`src/rtl/nn_sample_sequencer.sv`:
```
// nn_sample_sequencer: feeds labelled samples from a small FIFO into the
// 2-2-1 neuron network, waits a settle window, captures and thresholds the
// network output, scores it against the label and emits one result per
// sample. Keeps saturating sample / correct-prediction counters.
// Optional macro NN_SEQ_CONF_EN adds r_margin / r_lowconf confidence outputs.
module nn_sample_sequencer #(
   parameter int unsigned FIFO_DEPTH    = 4,
   parameter int unsigned SETTLE_CYCLES = 3,
   parameter int unsigned OUT_W         = 8,
   parameter int unsigned THRESH        = 2 ** (OUT_W - 2),
   parameter int unsigned CNT_W         = 16
) (
   input  logic             clk,
   input  logic             rst_n,
   input  logic             s_valid,
   output logic             s_ready,
   input  logic [1:0]       s_in1,
   input  logic [1:0]       s_in2,
   input  logic             s_label,
   output logic [1:0]       nn_in1,
   output logic [1:0]       nn_in2,
   input  logic [OUT_W-1:0] nn_out,
   output logic             r_valid,
   input  logic             r_ready,
   output logic             r_pred,
   output logic             r_label,
   output logic             r_correct,
   output logic [OUT_W-1:0] r_score,
`ifdef NN_SEQ_CONF_EN
   output logic [OUT_W-1:0] r_margin,
   output logic             r_lowconf,
`endif
   output logic             busy,
   input  logic             clr_cnt,
   output logic [CNT_W-1:0] sample_cnt,
   output logic [CNT_W-1:0] correct_cnt
);

   localparam int unsigned AW = $clog2(FIFO_DEPTH);
   localparam int unsigned SW = $clog2(SETTLE_CYCLES) + 1;
   localparam logic [OUT_W-1:0] THRESH_V    = OUT_W'(THRESH);
   localparam logic [SW-1:0]    SETTLE_LOAD = SW'(SETTLE_CYCLES - 1);

   typedef enum logic [1:0] {IDLE = 2'd0, SETTLE = 2'd1, CAPTURE = 2'd2, EMIT = 2'd3} state_t;

   state_t          state, state_next;
   logic [4:0]      mem [FIFO_DEPTH];
   logic [AW:0]     wr_ptr, rd_ptr;
   logic            empty, full, wr_en, pop, capture, accept;
   logic [4:0]      head;
   logic            label_hold;
   logic [SW-1:0]   settle_cnt;
   logic            pred_now;

   // FIFO occupancy flags; the pointer MSB separates full from empty
   assign empty   = (wr_ptr == rd_ptr);
   assign full    = (wr_ptr[AW] != rd_ptr[AW]) && (wr_ptr[AW-1:0] == rd_ptr[AW-1:0]);
   assign s_ready = !full;
   assign wr_en   = s_valid && !full;
   assign head    = mem[rd_ptr[AW-1:0]];
   assign busy    = (state != IDLE) || !empty;
   assign pred_now = (nn_out >= THRESH_V);

   // FIFO storage; contents need no reset because the pointers gate them
   always_ff @(posedge clk) begin
      if (wr_en) begin
         mem[wr_ptr[AW-1:0]] <= {s_label, s_in2, s_in1};
      end
   end

   // FIFO pointers
   always_ff @(posedge clk or negedge rst_n) begin
      if (!rst_n) begin
         wr_ptr <= '0;
         rd_ptr <= '0;
      end else begin
         if (wr_en) wr_ptr <= wr_ptr + 1'b1;
         if (pop)   rd_ptr <= rd_ptr + 1'b1;
      end
   end

   // Next-state logic and per-cycle strobes for pop / capture / accept
   always_comb begin
      state_next = state;
      pop        = 1'b0;
      capture    = 1'b0;
      accept     = 1'b0;
      case (state)
         IDLE: begin
            if (!empty) begin
               pop        = 1'b1;
               state_next = SETTLE;
            end else begin
               state_next = IDLE;
            end
         end
         SETTLE: begin
            if (settle_cnt == '0) state_next = CAPTURE;
            else                  state_next = SETTLE;
         end
         CAPTURE: begin
            capture    = 1'b1;
            state_next = EMIT;
         end
         EMIT: begin
            if (r_ready) begin
               accept = 1'b1;
               if (!empty) begin
                  pop        = 1'b1;
                  state_next = SETTLE;
               end else begin
                  state_next = IDLE;
               end
            end else begin
               state_next = EMIT;
            end
         end
         default: state_next = IDLE;
      endcase
   end

   // State register
   always_ff @(posedge clk or negedge rst_n) begin
      if (!rst_n) state <= IDLE;
      else        state <= state_next;
   end

   // Network drive, held label and settle countdown
   always_ff @(posedge clk or negedge rst_n) begin
      if (!rst_n) begin
         nn_in1     <= 2'b00;
         nn_in2     <= 2'b00;
         label_hold <= 1'b0;
         settle_cnt <= '0;
      end else if (pop) begin
         nn_in1     <= head[1:0];
         nn_in2     <= head[3:2];
         label_hold <= head[4];
         settle_cnt <= SETTLE_LOAD;
      end else if (state == SETTLE && settle_cnt != '0) begin
         settle_cnt <= settle_cnt - 1'b1;
      end else begin
         settle_cnt <= settle_cnt;
      end
   end

   // Result registers: loaded on capture, held until accepted
   always_ff @(posedge clk or negedge rst_n) begin
      if (!rst_n) begin
         r_valid   <= 1'b0;
         r_pred    <= 1'b0;
         r_label   <= 1'b0;
         r_correct <= 1'b0;
         r_score   <= '0;
      end else if (capture) begin
         r_valid   <= 1'b1;
         r_pred    <= pred_now;
         r_label   <= label_hold;
         r_correct <= (pred_now == label_hold);
         r_score   <= nn_out;
      end else if (accept) begin
         r_valid   <= 1'b0;
      end else begin
         r_valid   <= r_valid;
      end
   end

`ifdef NN_SEQ_CONF_EN
   localparam logic [OUT_W-1:0] LOWCONF_LIM = OUT_W'(2 ** (OUT_W - 4));
   logic [OUT_W-1:0] margin_now;
   assign margin_now = pred_now ? (nn_out - THRESH_V) : (THRESH_V - nn_out);

   // Confidence outputs, captured alongside the score
   always_ff @(posedge clk or negedge rst_n) begin
      if (!rst_n) begin
         r_margin  <= '0;
         r_lowconf <= 1'b0;
      end else if (capture) begin
         r_margin  <= margin_now;
         r_lowconf <= (margin_now < LOWCONF_LIM);
      end else begin
         r_margin  <= r_margin;
      end
   end
`endif

   // Saturating statistics counters; clear takes priority over acceptance
   always_ff @(posedge clk or negedge rst_n) begin
      if (!rst_n) begin
         sample_cnt  <= '0;
         correct_cnt <= '0;
      end else if (clr_cnt) begin
         sample_cnt  <= '0;
         correct_cnt <= '0;
      end else if (accept) begin
         if (sample_cnt != '1)               sample_cnt  <= sample_cnt + 1'b1;
         if (r_correct && correct_cnt != '1) correct_cnt <= correct_cnt + 1'b1;
      end else begin
         sample_cnt  <= sample_cnt;
      end
   end

endmodule

```
`config.mk`:
```
export PLATFORM = sky130hd
export DESIGN_NAME = nn_sample_sequencer
export DESIGN_NICKNAME = d
export VERILOG_FILES = /design/src/rtl/nn_sample_sequencer.sv
export SDC_FILE = /design/constraint.sdc
export NUM_CORES = 1
export LEC_CHECK = 0
export ABC_AREA = 0
export CAP_MARGIN = 20
export CORE_ASPECT_RATIO = 1.1
export CORE_UTILIZATION = 50
export CTS_CLUSTER_SIZE = 20
export DETAILED_ROUTE_END_ITERATION = 10
export DONT_BUFFER_PORTS = 1
export PLACE_DENSITY = 0.67
export SYNTH_ARGS = -nofsm -noshare
export SYNTH_HDL_FRONTEND = slang
export SYNTH_SLANG_ARGS = --single-unit
```
`constraint.sdc`:
```
create_clock -name clk -period 3 [get_ports clk]
set_clock_uncertainty 0.2 [all_clocks]
set_input_delay 0.3 -clock clk [delete_from_list [all_inputs] [get_ports clk]]
set_output_delay 0.3 -clock clk [all_outputs]
set_load 0.005 [all_outputs]
```
* Yosys cells after proc, flatten, opt, wreduce, memory -nomap -nowiden
Memories as Yosys holds them, arrays and structs flattened. A register that Yosys moved wholly into a read port is not among the register bits.
Index checks and enable logic that the tools add are counted.
** Word-level totals
- Register bits after elaboration :: 55
- Memory bits (writable) :: 20
- Input bits :: 18
- Output and inout port bits :: 50
- Logic and storage cells :: 68
- Memories kept :: 1
** Operators by class
- Add/subtract/negate cells :: 5
- Order comparisons :: 1
- Equal/unequal tests :: 9
- Mux-type cells :: 22
- Reductions and logical operators :: 19
** Memories
- mem :: words 4, bits a word 5, read ports 1, clocked after Yosys merged registers in 1, write ports 1, RTL line 47 : logic [4:0] mem [FIFO_DEPTH];
** Operators by type and width (count)
- two-way mux 16 bit :: 6
- adder 16 x 1 -> 16 bit, second input constant :: 2
- inequality test 16 bit, second input constant :: 2
- nonzero test 2 bit :: 6
- two-way mux 1 bit :: 10
- >= comparator 8 x 7 -> 1 bit, second input constant :: 1
- one-hot mux 2 bit (4 select lines) :: 1
- adder 3 x 1 -> 3 bit, second input constant :: 2
- two-way mux 3 bit :: 2
- == test 2 bit, second input constant :: 2
- logical AND 1 bit :: 4
- two-way mux 2 bit :: 2
- AND reduction 2 bit :: 2
- == test 3 bit :: 1
- zero test 1 bit :: 3
- zero test 3 bit :: 1
- nonzero test 3 bit :: 1
- subtractor 3 x 1 -> 3 bit, second input constant :: 1
- == test 2 x 1 -> 1 bit, second input constant :: 1
- == test 2 bit :: 1
- zero test 2 bit :: 1
- one-hot mux 1 bit (2 select lines) :: 1
- == test 1 bit :: 1
- logical OR 1 bit :: 1
- inequality test 1 bit :: 1

* Longest topological paths before layout
- Depth in word-level cells :: 6
- Gate-level depth with buffers :: 7
- Depth with buffers taken out :: 7

* Worst setup path before layout
OpenSTA, ideal clock, no wires.
- Path kind :: flip-flop to flip-flop
- Start :: register state[0]
- End :: register sample_cnt[8]
- Library setup time :: 77 ps
- Data arrival time :: 1748 ps
- Required time :: 2723 ps
- Slack :: 974 ps
- Cell stages (with the launch flop) :: 7
- Buffers on the path :: 1
- Clock period less this slack :: 2026 ps
- Cells stage by stage :: dfrtp_1 -> ha_1 -> nand2_2 -> or3_1 -> clkbuf_2 -> or4_1 -> a21oi_1
** Between the ends
- Cells in the longest elaborated chain, start to end :: 4
** Ends and longest elaborated chain
- start, declared :: RTL line 46 : state_t state, state_next;
- start signal, assigned :: RTL line 125 : else state <= state_next;
- == test 2 bit :: RTL line 88 : case (state)
- two-way mux 1 bit :: RTL line 88
- nonzero test 2 bit (no line)
- AND reduction 2 bit (no line)
- end signal, assigned :: RTL line 196 : if (sample_cnt != '1) sample_cnt <= sample_cnt + 1'b1;
- end signal, assigned :: RTL line 199 : sample_cnt <= sample_cnt;
- end, declared :: RTL line 35 : output logic [CNT_W-1:0] sample_cnt,
No other way between the ends.
A chain may end at the register's enable or synchronous reset.

* Worst setup path after layout
- Start :: register state[0]
- End :: register correct_cnt[8]
** Between the ends
- Cells in the longest elaborated chain, start to end :: 4
** Ends and longest elaborated chain
- == test 2 bit :: RTL line 88
- two-way mux 1 bit :: RTL line 88
- nonzero test 2 bit (no line)
- AND reduction 2 bit (no line)
- end signal, assigned :: RTL line 197 : if (r_correct && correct_cnt != '1) correct_cnt <= correct_cnt + 1'b1;
- end, declared :: RTL line 36 : output logic [CNT_W-1:0] correct_cnt
No other way between the ends.

==> impl_metrics.json <==
{
  "relSlewSlack": 0.530,
  "synth_nets": 384,
  "synth_compound_area_frac": 0.0884,
  "p_seq_frac": 0.477,
  "antenna_found_initial": 0,
  "fin_crit_sh": 0.919,
  "synth_common_cells": "dfrtp_1, mux2_2, nor2_1",
  "synthSimpleGateAreaFrac": 0.180,
  "vias_per_cell": 5.91,
  "crit_arrival_ns": 2.85,
  "firstDrtPassIters": 4,
  "synth_top_family_by_area": "simple AND/OR/NAND/NOR gates",
  "synth-seq-cells": 80,
  "grt_pass1_wl_microns": 13100,
  "io_pins": 68,
  "synthDistinctLibCells": 52,
  "critPathMaxFanout": 13,
  "synth_area_leaders": "dfrtp_1, edfxtp_1, mux2_2",
  "synth-async-reset-ratio": 0.750,
  "netlist_instances": 352,
  "path_buf_inv": 1,
  "synth_edf_count": 20,
  "design.core.area_sq_um": 7640,
  "setup_viol": 0,
  "power_density_nw_per_um2": 744,
  "cp_cell_sequence": "ha_1 -> nand3_2 -> or2_1 -> or4_1 -> a21oi_1 -> dlygate4sd3_1",
  "die-area_sq_um": 8400,
  "clk_latency_ns": 0.35,
  "fmax_mhz": 363,
  "p_int_uw": 2300,
  "synth-seq-area-share": 0.523,
  "routedWlPerCell_microns": 16.9,
  "synth_xor_xnor_area_share": 0.0240,
  "cts_tree": "done",
  "switchingPower_uw": 1080,
  "cts_buffers": 9,
  "grt_usage": 0.204,
  "synth_flop_cell": "dfrtp_1",
  "port_buffers": 0,
  "cts-root-buf": "clkbuf_8",
  "finalNetCount": 400,
  "synth.top_cell.area_share": 0.373,
  "final_cells": 478,
  "pwr-share-clk": 0.273,
  "fin_tns_setup_ns": 0,
  "clkSinkCount": 80,
  "remaining_drc_errors": 0,
  "synth_fa_ha_area_frac": 0.0436,
  "peakVddDrop_mv": 0.428,
  "rsz0062_at_grt": "false",
  "rows": 33,
  "slowest_stage": "dlygate4sd3_1",
  "die_x_microns": 87.5,
  "crit_family": "simple AND/OR/NAND/NOR gates",
  "power.share.switching": 0.320,
  "hold_ws_ns": 0.0238,
  "status": "complete, no violations",
  "grt_pass1_vias": 2731,
  "globalplace.congestion": 0.765,
  "yosys_warnings": 0,
  "synthMostInstantiatedCell": "dfrtp_1",
  "dp_hpwl_microns": 5300,
  "synth_mux_area_frac": 0.109,
  "clkTransAtPathRegs_ns": 0.10,
  "slew_viol_final": 0,
  "hold_class": "input pin to register",
  "netlist_area_sq_um": 4020,
  "cp.required_ns": 3.09,
  "clock_path_buffers": 2,
  "worstMarginPinSlew_ns": 0.700,
  "grt-ovfl-total": 0,
  "ant_nets": 0,
  "period_minus_slack_ns": 2.76,
  "num_vias": 2826,
  "drv_cap": 0,
  "nFillCells": 619,
  "start_util": 0.526,
  "num_antenna_cells": 0,
  "htree_levels": 3,
  "syn2layout_area_growth_pct": 13.2,
  "finalHoldViolations": 0,
  "yosysTopAreaCell": "dfrtp_1",
  "grt_max_degree": 61,
  "cpPeakStageDelay_ns": 0.56,
  "wirelength_microns": 8100,
  "critPathCaptureType": "register",
  "worstSetupStartpointType": "register",
  "syn-mean-instance-area_sq_um": 11.4,
  "dp_cells": 443,
  "dieHeight_microns": 96.0,
  "critPathKind": "register to register",
  "power_frac_comb": 0.250,
  "p_leak_uw": 0.00182,
  "dr.first_iter.drc_count": 128,
  "drive_gt1_frac": 0.169
}
[repair_timing]
item                                    CTS  global route
endpoints found under the setup margin    0             1
hold buffers                             19             0
resized for setup                         0             1
endpoints found under the hold margin   121             0
buffers inserted                          0             0
[layout make-up]
cell class                      instances  area (sq um)  share of cell area
Sequential cell                        80          2100               0.462
Clock inverter                          7           109              0.0239
Tap cell                              105           131              0.0289
Timing Repair Buffer                   21           233              0.0512
Inverter                               15          56.3              0.0124
Multi-Input combinational cell        241          1790               0.394
Clock buffer                            9           124              0.0272
[final timing paths]
| path | start | end | slack (ns) | cells past startpoint |
|---|---|---|---|---|
| worst max-delay path | state[0] | correct_cnt[8] | 0.24 | 6 |
| worst min-delay path | clr_cnt | sample_cnt[3] | 0.02 | 2 |
| worst max register to register | state[0] | correct_cnt[8] | 0.24 | 6 |
| worst min register to register | rd_ptr[2] | rd_ptr[2] | 0.30 | 1 |
| max in group asynchronous | rst_n | settle_cnt[2] | 2.05 | 2 |
| min in group asynchronous | rst_n | sample_cnt[12] | 0.29 | 2 |
[flip-flops by register name, indices dropped and copies added, names as in the netlist, 2 cells and up]
signal       flops
correct_cnt     16
mem             20
nn_in1           2
nn_in2           2
r_score          8
rd_ptr           3
sample_cnt      16
settle_cnt       3
state            2
wr_ptr           3
[power by group through the flow]
stage	sequential [uW]	clock, uW	combinational, uW
after floorplan	1520	0	735
after global placement	1620	0	773
after detailed placement	1640	0	796
after CTS	1620	945	854
after global routing	1650	993	962
final	1620	923	846
[per-layer routing]
layer,routed length [microns],track usage,vias to the layer above
met2,3960,0.329,82
li1,-,-,1340
met5,0,0,-
met1,3470,0.256,1400
met3,619,0.0746,4
met4,47,0.0683,0
[cells in the final DEF, fill, tap and decap left out, types with 3 or more instances in the layout]
master / count
o41ai_1: 3
xor2_1: 5
and4_1: 3
edfxtp_1: 20
nor2_1: 22
mux4_2: 5
and3_1: 3
a21oi_1: 20
or3_1: 3
dlygate4sd3_1: 17
ha_1: 14
nor3_1: 8
nand2_1: 14
dfrtp_1: 60
clkbuf_8: 9
o21ai_0: 6
nor2b_1: 14
nand3_1: 14
and2_1: 6
o31ai_1: 7
or4_1: 9
nor4_1: 9
xnor2_1: 6
mux2_2: 28
nand4_1: 10
a211oi_1: 4
inv_1: 15
inv_6: 3
[metrics by stage]
step,utilization,power [uW],setup WS (ns),instance area [sq um]
after global placement,0.536,2400,0.764,4090
after global routing,0.596,3610,0.0624,4550
after CTS,0.595,3420,0.126,4540
after floorplan,-,2260,0.974,4020
final,0.596,3380,0.243,4550
after detailed placement,0.536,2440,0.603,4090
[cell families (layout without fill, tap and decap cells)]
kind of cell,Yosys count,in the layout
muxes,34,34
buffers and inverters,31,52
AOI/OAI and AO/OA,54,54
adders and majority gates,14,14
xor gates and xnor gates,11,11
and+or+nand+nor,128,128
DFF,80,80
(Power assumes the default switching activity.)
